<file path="src/rtl/dice_router_cfg_pkg.sv">
// Shared constants and types for the router configuration loader.
package dice_router_cfg_pkg;

  localparam int unsigned NUM_PORTS = 12;
  localparam int unsigned SEL_W     = 4;
  localparam int unsigned WORD_W    = 32;
  localparam int unsigned CFG_BITS  = NUM_PORTS * (SEL_W + 2);
  localparam int unsigned NUM_WORDS = (CFG_BITS + WORD_W - 1) / WORD_W;

  // Shadow field offsets: sel fields occupy [OVL_BASE-1:0].
  localparam int unsigned OVL_BASE = NUM_PORTS * SEL_W;
  localparam int unsigned REG_BASE = OVL_BASE + NUM_PORTS;

  // Router output indices.
  localparam int unsigned PORT_N_T0 = 0;
  localparam int unsigned PORT_N_T1 = 1;
  localparam int unsigned PORT_E_T0 = 2;
  localparam int unsigned PORT_E_T1 = 3;
  localparam int unsigned PORT_S_T0 = 4;
  localparam int unsigned PORT_S_T1 = 5;
  localparam int unsigned PORT_W_T0 = 6;
  localparam int unsigned PORT_W_T1 = 7;
  localparam int unsigned PORT_L_T0 = 8;
  localparam int unsigned PORT_L_T1 = 9;
  localparam int unsigned PORT_L_T2 = 10;
  localparam int unsigned PORT_L_T3 = 11;

  typedef enum logic [1:0] {IDLE, LOAD, DRAIN, FULL} cfg_state_e;

endpackage

</file>
<file path="src/rtl/dice_router_cfg_loader.sv">
// Assembles a 3-word configuration frame into a shadow register and copies it
// to the active router configuration on commit.
module dice_router_cfg_loader
  import dice_router_cfg_pkg::*;
(
  input  logic                       clk,
  input  logic                       rst,
  input  logic                       cfg_valid,
  output logic                       cfg_ready,
  input  logic [WORD_W-1:0]          cfg_data,
  input  logic                       cfg_last,
  input  logic                       commit,
  output logic                       cfg_loaded,
  output logic                       cfg_err,
  output logic [NUM_PORTS*SEL_W-1:0] sel_o,
  output logic [NUM_PORTS-1:0]       overload_en_o,
  output logic [NUM_PORTS-1:0]       registered_mode_o
);

  localparam logic [1:0] LAST_WORD = 2'(NUM_WORDS - 1);
  localparam int unsigned TAIL_W = CFG_BITS - 2 * WORD_W;

  cfg_state_e                 state_q, state_d;
  logic [1:0]                 wcnt_q, wcnt_d;
  logic [CFG_BITS-1:0]        shadow_q, shadow_d;
  logic                       err_q, err_d;
  logic [NUM_PORTS*SEL_W-1:0] sel_q, sel_d;
  logic [NUM_PORTS-1:0]       ovl_q, ovl_d;
  logic [NUM_PORTS-1:0]       regm_q, regm_d;

  // Next-state: frame assembly, error detection and commit.
  always_comb begin
    state_d  = state_q;
    wcnt_d   = wcnt_q;
    shadow_d = shadow_q;
    err_d    = 1'b0;
    sel_d    = sel_q;
    ovl_d    = ovl_q;
    regm_d   = regm_q;
    unique case (state_q)
      IDLE: begin
        if (cfg_valid) begin
          shadow_d[WORD_W-1:0] = cfg_data;
          if (cfg_last) begin
            // One-word frame: error on its own last word, nothing to drain.
            err_d = 1'b1;
          end else begin
            wcnt_d  = 2'd1;
            state_d = LOAD;
          end
        end
      end
      LOAD: begin
        if (cfg_valid) begin
          if (wcnt_q != LAST_WORD) begin
            if (cfg_last) begin
              err_d   = 1'b1;
              wcnt_d  = '0;
              state_d = IDLE;
            end else begin
              shadow_d[2*WORD_W-1:WORD_W] = cfg_data;
              wcnt_d = wcnt_q + 2'd1;
            end
          end else if (cfg_last) begin
            // Bits above CFG_BITS in the final word are reserved and dropped.
            shadow_d[CFG_BITS-1:2*WORD_W] = cfg_data[TAIL_W-1:0];
            wcnt_d  = '0;
            state_d = FULL;
          end else begin
            err_d   = 1'b1;
            wcnt_d  = '0;
            state_d = DRAIN;
          end
        end
      end
      DRAIN: begin
        if (cfg_valid && cfg_last) begin
          state_d = IDLE;
        end
      end
      FULL: begin
        if (commit) begin
          sel_d   = shadow_q[OVL_BASE-1:0];
          ovl_d   = shadow_q[REG_BASE-1:OVL_BASE];
          regm_d  = shadow_q[CFG_BITS-1:REG_BASE];
          state_d = IDLE;
        end
      end
      default: state_d = IDLE;
    endcase
  end

  // State and active configuration registers; reset selects drive zero (4'hF).
  always_ff @(posedge clk or posedge rst) begin
    if (rst) begin
      state_q  <= IDLE;
      wcnt_q   <= '0;
      shadow_q <= '0;
      err_q    <= 1'b0;
      sel_q    <= '1;
      ovl_q    <= '0;
      regm_q   <= '0;
    end else begin
      state_q  <= state_d;
      wcnt_q   <= wcnt_d;
      shadow_q <= shadow_d;
      err_q    <= err_d;
      sel_q    <= sel_d;
      ovl_q    <= ovl_d;
      regm_q   <= regm_d;
    end
  end

  // Handshake and status decoded from the registered state only.
  always_comb begin
    cfg_ready         = (state_q != FULL);
    cfg_loaded        = (state_q == FULL);
    cfg_err           = err_q;
    sel_o             = sel_q;
    overload_en_o     = ovl_q;
    registered_mode_o = regm_q;
  end

endmodule

</file>
<file path="config.mk">
export PLATFORM = sky130hd
export DESIGN_NAME = dice_router_cfg_loader
export DESIGN_NICKNAME = d
export VERILOG_FILES = /design/src/rtl/dice_router_cfg_pkg.sv /design/src/rtl/dice_router_cfg_loader.sv
export SDC_FILE = /design/constraint.sdc
export NUM_CORES = 1
export LEC_CHECK = 0
export CORE_MARGIN = 2
export CORE_UTILIZATION = 41
export DETAILED_ROUTE_END_ITERATION = 6
export HOLD_SLACK_MARGIN = 0.12
export PLACE_DENSITY = 0.65
export SETUP_SLACK_MARGIN = 0.3
export SYNTH_ARGS = -nofsm -noshare
export SYNTH_HDL_FRONTEND = slang
export SYNTH_SLANG_ARGS = --single-unit
</file>
<file path="constraint.sdc">
create_clock -name clk -period 10.2 [get_ports clk]
set_input_delay 2.04 -clock clk [delete_from_list [all_inputs] [get_ports clk]]
set_output_delay 2.04 -clock clk [all_outputs]
set_load 0.05 [all_outputs]
</file>
==> results of run 1 <==
-- cells in the final DEF, fill, tap and decap left out --
| cell | netlist | layout |
|---|---|---|
| buf_4 | 3 | 1 |
| o21ai_0 | 1 | 1 |
| inv_1 | 5 | 4 |
| clkinvlp_4 | 0 | 1 |
| o41ai_1 | 1 | 1 |
| nor3b_1 | 1 | 1 |
| clkinv_2 | 0 | 2 |
| clkbuf_8 | 0 | 6 |
| nand4_2 | 1 | 1 |
| inv_6 | 0 | 1 |
| nor2_1 | 2 | 2 |
| mux2_4 | 29 | 29 |
| dfrtp_1 | 101 | 101 |
| a22o_1 | 1 | 1 |
| nor2b_2 | 1 | 1 |
| dfstp_2 | 48 | 48 |
| ha_1 | 3 | 3 |
| mux2i_1 | 2 | 2 |
| or3b_2 | 1 | 1 |
| clkbuf_1 | 0 | 1 |
| nand2_1 | 1 | 1 |
| bufinv_16 | 0 | 5 |
| a2bb2oi_1 | 1 | 1 |
| nor2_4 | 0 | 1 |
| a21oi_1 | 2 | 2 |
| clkbuf_16 | 0 | 17 |
| nand2b_1 | 1 | 1 |
| mux2_1 | 1 | 1 |
| nand3_4 | 0 | 1 |
| mux2_2 | 114 | 114 |
| nand4b_1 | 1 | 1 |
| nor2b_1 | 1 | 1 |
| clkdlybuf4s50_1 | 0 | 111 |
| o22ai_1 | 1 | 1 |
| nand4_4 | 1 | 1 |
-- power by group through the flow --
stage	combinational, W	sequential (W)	clock (W)
2_1_floorplan	0.000355	0.00144	0
3_3_place_gp	0.00103	0.00106	0
3_5_place_dp	0.00104	0.00107	0
4_1_cts	0.00105	0.00106	0.000718
5_1_grt	0.00109	0.00110	0.000744
6_report	0.00103	0.00106	0.000704
-- how the worst max path moves through the flow --
stage                                       from                  endpoint  slack (ns)  cells past startpoint
after floorplan                              rst         cfg_err$_DFF_PP0_        4.23                      1
after global placement                 cfg_valid  shadow_q[49]$_DFFE_PP0P_        5.93                      4
after detailed placement               cfg_valid  shadow_q[46]$_DFFE_PP0P_        5.86                      4
after CTS                 state_q[0]$_DFFE_PP0P_                cfg_loaded        6.01                      3
after global routing      state_q[0]$_DFFE_PP0P_                cfg_loaded        5.92                      3
final                     state_q[0]$_DFFE_PP0P_                cfg_loaded        6.03                      3
-- worst max-delay path, stage by stage, from the launching register on --
cell and delay, ns:
dfrtp_1 0.67, nand2_1 0.18, inv_1 0.08, clkdlybuf4s50_1 0.80
-- area by class of cell --
| type | instances | area (um2) | share of cell area [%] |
|---|---|---|---|
| clock buffer | 24 | 512 | 6.57 |
| clock inverter | 8 | 168 | 2.15 |
| inverter | 5 | 23.8 | 0.305 |
| multi-input combinational | 169 | 1960 | 25.1 |
| sequential | 149 | 3790 | 48.6 |
| tap | 180 | 225 | 2.89 |
| timing repair buffer | 112 | 1120 | 14.4 |
-- through the flow --
| step | setup slack, ns | total power, W |
|---|---|---|
| floorplan | 4.23 | 0.00179 |
| global placement | 5.93 | 0.00208 |
| detailed placement | 5.86 | 0.00211 |
| CTS | 6.01 | 0.00283 |
| global route | 5.92 | 0.00293 |
| finish | 6.03 | 0.00280 |
-- flip-flops by register name (all words and copies together) (netlist names) --
name and cells:
shadow_q 72, sel_o 48, overload_en_o 12, registered_mode_o 12
state_q 2, wcnt_q 2, cfg_err 1
-- layer usage --
layer	vias up	track usage [%]	wire length (um)
li1	1430	-	-
met1	1624	20.3	4950
met2	90	22.3	4740
met3	17	5.12	695
met4	0	6.61	201
met5	-	0	0
-- cell families after synthesis --
logic type                 count (synthesis)  synth area share (%)
AOI/OAI and AO/OA                          7                 0.813
adders and majority gates                  3                 0.642
buffers and inverters                     20                  2.05
DFF                                      149                  64.8
muxes                                    146                  29.9
and+or+nand+nor                           13                  1.75
==> impl_metrics.py, run 1 <==
metrics = {
    "run_status": {
        "status": "finished clean",
    },
    "placed_design": {
        "placed_area_um2": 7110,
        "place.gp.congestion": 0.745,
        "hpwl_um": 6550,
        "io_buffer_count": 111,
        "place_inst": 615,
    },
    "grt": {
        "grt_util_all_layers_pct": 15.1,
        "grt_max_degree": 83,
        "grt_pass1_vias": 3348,
        "grt_pass1_wl_um": 17400,
        "antenna_found_initial": 0,
        "grt_overflow": 0,
    },
    "sta": {
        "worst_pin_slew_ns": 1.15,
        "fin_setup_tns_ns": 0,
        "slew_violations": 0,
        "final.period_utilization_pct": 40.9,
        "max_freq_mhz": 240,
        "hold_viol_final": 0,
        "min_period_ns": 4.17,
        "setup_violations": 0,
        "rsz0062_at_grt": "false",
        "fin_skew_ns": 0.00626,
        "fin_hold_ws_ns": 0.492,
        "relSlewSlack_pct": 23.2,
    },
    "logic_synthesis": {
        "synthTopCellsByArea": "dfrtp_1 43%, mux2_2 22%, dfstp_2 22%, mux2_4 7.4%, buf_2 0.77%",
        "yosysTopAreaCellShare_pct": 43.2,
        "synth_enable_flop_cells": 0,
        "synth_top_area_cell": "dfrtp_1",
        "yosysMostFrequentCell": "mux2_2",
        "seq_area_frac_synth_pct": 64.8,
        "synthesis.area_um2": 5850,
        "yosysWarningCount": 0,
        "synth_seq_cells": 149,
        "yosys_most_used_dff": "dfrtp_1",
        "synthTopCellsByCount": "114 x mux2_2, 101 x dfrtp_1, 48 x dfstp_2",
        "ys_types": 29,
        "netlist_instances": 338,
        "synthArstFlopShare_pct": 100,
        "syn_nets": 378,
        "syn_area_per_cell_um2": 17.3,
    },
    "power_and_ir_drop": {
        "seqPwrFrac_pct": 37.8,
        "power.internal_w": 0.00184,
        "power.density_nw_per_um2": 359,
        "p_sw_w": 0.000954,
        "p_sw_share_pct": 34.1,
        "ir_worst_vdd_mv": 0.161,
        "leakagePower_nw": 3.48,
        "clkPwrFrac_pct": 25.2,
        "combPwrFrac_pct": 37.0,
    },
    "cells_and_area": {
        "n_fill_cell": 1117,
        "drive_above_1_share_pct": 49.3,
        "syn2layout_area_growth_pct": 33.3,
        "stdcell_area_um2": 7790,
        "final_util_pct": 56.1,
        "finish.net_count": 494,
        "layoutNonFillerInstCount": 647,
        "diodes": 0,
    },
    "worst_setup_path": {
        "cp-start-kind": "flip-flop",
        "crit_required_ns": 8.16,
        "r2r_cells": 2,
        "reg2reg_to": "overload_en_o[8]$_DFFE_PP0P_",
        "path_max_fanout": 12,
        "r2r_setup_slack_ns": 7.86,
        "r2r_start": "state_q[0]$_DFFE_PP0P_",
        "critPathCaptureType": "primary output",
        "path_class": "reg -> out",
        "arrival_ns": 2.13,
    },
    "clock_network": {
        "numCtsBuffers": 17,
        "post_cts_resize_count": 0,
        "clock_latency_ns": 0.41,
        "cts_tree": "yes",
        "clock_path_buffers": 2,
        "post_cts_buffers": 0,
        "root_buffer": "clkbuf_16",
        "cts-hold-fix-buffers": 0,
        "path_clk_slew_ns": 0.06,
        "cts.htree.levels": 4,
        "cts_sinks": 149,
    },
    "worst_hold_path": {
        "holdPathEnd": "shadow_q[24]$_DFFE_PP0P_",
        "min_from": "shadow_q[24]$_DFFE_PP0P_",
        "hold_class": "reg -> reg",
        "hold_depth": 1,
    },
    "drt": {
        "drc": 0,
        "via_per_inst": 4.89,
        "firstDrtPassIters": 6,
        "first_iter_violations": 121,
        "dr_total_vias": 3161,
        "drtAntennaViolNets": 0,
        "wire_per_inst_um": 16.4,
        "wirelength_um": 10600,
    },
    "run": {
        "cap_violations": 0,
    },
    "floorplanning": {
        "die_area_um2": 15200,
        "die_x_um": 123,
        "rows": 43,
        "start_util_pct": 42.1,
        "die_y_um": 123,
        "ios": 112,
        "design.core.area_um2": 13900,
    },
}
(Power assumes the default switching activity.)
==> inputs of run 2 (changes only) <==
==> constraint.sdc (replaced) <==
create_clock -name clk -period 3.9 [get_ports clk]
set_input_delay 0.78 -clock clk [delete_from_list [all_inputs] [get_ports clk]]
set_output_delay 0.78 -clock clk [all_outputs]
set_load 0.05 [all_outputs]
==> impl_metrics.py, run 2 (synthesis results as in run 1) <==
metrics = {
    "run_status": {
        "status": "finished clean",
    },
    "grt": {
        "grt_pass1_wl_um": 18300,
        "grt_max_degree": 90,
        "grt_overflow": 0,
        "grt_util_all_layers_pct": 16.0,
        "antenna_found_initial": 0,
        "grt_pass1_vias": 3468,
    },
    "clock_network": {
        "clock_latency_ns": 0.42,
        "cts.htree.levels": 4,
        "cts_tree": "yes",
        "numCtsBuffers": 17,
        "post_cts_resize_count": 0,
        "root_buffer": "clkbuf_16",
        "path_clk_slew_ns": 0.06,
        "cts_sinks": 149,
        "post_cts_buffers": 0,
        "clock_path_buffers": 2,
        "cts-hold-fix-buffers": 0,
    },
    "sta": {
        "setup_ws_ns": 0.949,
        "max_freq_mhz": 339,
        "rsz0062_at_grt": "false",
        "setup_violations": 0,
        "final.period_utilization_pct": 75.7,
        "fin_skew_ns": 0.00457,
        "relSlewSlack_pct": 49.6,
        "slew_violations": 0,
        "fin_setup_tns_ns": 0,
        "hold_viol_final": 0,
        "min_period_ns": 2.95,
        "worst_pin_slew_ns": 0.756,
    },
    "placed_design": {
        "io_buffer_count": 111,
        "hpwl_um": 7220,
        "place_ws_ns": 0.947,
        "place_inst": 620,
        "placed_area_um2": 7170,
        "place.gp.congestion": 0.761,
    },
    "cells_and_area": {
        "multiInputGateArea_um2": 1960,
        "mostFrequentLayoutCell": "mux2_2",
        "syn2layout_area_growth_pct": 32.1,
        "drive_above_1_share_pct": 49.8,
        "layout_common_cells": "114 x mux2_2, 111 x clkdlybuf4s50_1, 101 x dfrtp_1, 48 x dfstp_2, 29 x mux2_4",
        "regMostFlops": "shadow_q",
        "largest_register_ffs": 72,
        "layoutNonFillerInstCount": 652,
        "stdcell_area_um2": 7720,
        "seqCellArea_um2": 3790,
        "n_fill_cell": 1124,
        "diodes": 0,
        "finish.net_count": 499,
    },
    "power_and_ir_drop": {
        "ir_worst_vdd_mv": 0.424,
        "power.internal_w": 0.00448,
        "seqPwrFrac_pct": 39.7,
        "combPwrFrac_pct": 38.9,
        "leakagePower_nw": 3.46,
        "p_sw_w": 0.00251,
        "power.density_nw_per_um2": 905,
        "clkPwrFrac_pct": 21.3,
        "p_sw_share_pct": 35.9,
    },
    "drt": {
        "dr_total_vias": 3193,
        "via_per_inst": 4.90,
        "drc": 0,
        "wire_per_inst_um": 17.1,
        "first_iter_violations": 120,
        "drtAntennaViolNets": 0,
        "firstDrtPassIters": 4,
        "wirelength_um": 11200,
    },
    "worst_setup_path": {
        "critPathCaptureType": "primary output",
        "cp-start-kind": "flip-flop",
        "path_max_fanout": 12,
        "arrival_ns": 2.17,
        "crit_required_ns": 3.12,
        "r2r_start": "wcnt_q[0]$_DFFE_PP0P_",
        "reg2reg_to": "shadow_q[35]$_DFFE_PP0P_",
        "r2r_setup_slack_ns": 1.73,
        "r2r_cells": 6,
        "path_class": "reg -> out",
    },
    "worst_hold_path": {
        "holdPathEnd": "shadow_q[24]$_DFFE_PP0P_",
        "min_from": "shadow_q[24]$_DFFE_PP0P_",
        "hold_class": "reg -> reg",
        "hold_depth": 1,
    },
    "floorplanning": {
        "design.core.area_um2": 13900,
        "start_util_pct": 42.1,
        "ios": 112,
        "die_y_um": 123,
        "rows": 43,
        "die_x_um": 123,
        "die_area_um2": 15200,
    },
    "run": {
        "cap_violations": 0,
    },
}
## run 2: cell count changes in the layout (fill, tap and decap cells not counted)
cell	previous run	this run
clkinv_4	0	1
buf_12	0	2
bufinv_16	5	0
clkbuf_8	6	5
buf_4	1	4
clkinvlp_4	1	2
clkinv_2	2	7
inv_6	1	0
## run 2: cell type report
type,count,area share [%]
Timing Repair Buffer,117,15.3
Inverter,5,0.292
Multi-Input combinational cell,169,25.3
Tap cell,180,2.92
Sequential cell,149,49.1
Clock buffer,23,6.45
Clock inverter,9,0.664
## run 2: metrics by stage
| stage | total power, W | hold slack, ns | utilization, % |
|---|---|---|---|
| finish | 0.00699 | 0.483 | 55.6 |
| global route | 0.00735 | 0.511 | 55.6 |
| CTS | 0.00707 | 0.488 | 55.6 |
| detailed placement | 0.00555 | 0.475 | 51.7 |
| global placement | 0.00547 | 0.466 | 51.7 |
| floorplan | 0.00470 | 0.454 | - |
## run 2: worst max path at each step
| stage | to | slack (ns) | cells past startpoint | start |
|---|---|---|---|---|
| after CTS | cfg_loaded | 0.95 | 3 | state_q[0]$_DFFE_PP0P_ |
| after global placement | shadow_q[39]$_DFFE_PP0P_ | 1.01 | 5 | cfg_valid |
| final | cfg_loaded | 0.95 | 3 | state_q[0]$_DFFE_PP0P_ |
| after detailed placement | shadow_q[35]$_DFFE_PP0P_ | 0.95 | 5 | cfg_valid |
| after global routing | cfg_loaded | 0.87 | 3 | state_q[0]$_DFFE_PP0P_ |
| after floorplan | cfg_err$_DFF_PP0_ | 1.28 | 1 | rst |
## run 2: routing by layer
metal / vias to the layer above / share of wire, % / GRT usage [%]
met5: - / 0 / 0
met4: 0 / 1.6 / 6.25
met3: 17 / 7.9 / 6.00
met2: 98 / 46 / 24.1
met1: 1641 / 45 / 20.9
li1: 1437 / - / -
## run 2: power by group through the flow
| stage | logic [W] | registers [W] | clock network [W] |
|---|---|---|---|
| 6_report | 0.00272 | 0.00278 | 0.00149 |
| 5_1_grt | 0.00287 | 0.00288 | 0.00160 |
| 4_1_cts | 0.00276 | 0.00279 | 0.00153 |
| 3_5_place_dp | 0.00275 | 0.00280 | 0 |
| 3_3_place_gp | 0.00270 | 0.00278 | 0 |
| 2_1_floorplan | 0.000930 | 0.00377 | 0 |
## run 2: critical path, stage by stage (launching register included)
cell	delay [ns]
dfrtp_1	0.67
nand2_1	0.20
inv_1	0.08
clkdlybuf4s50_1	0.80
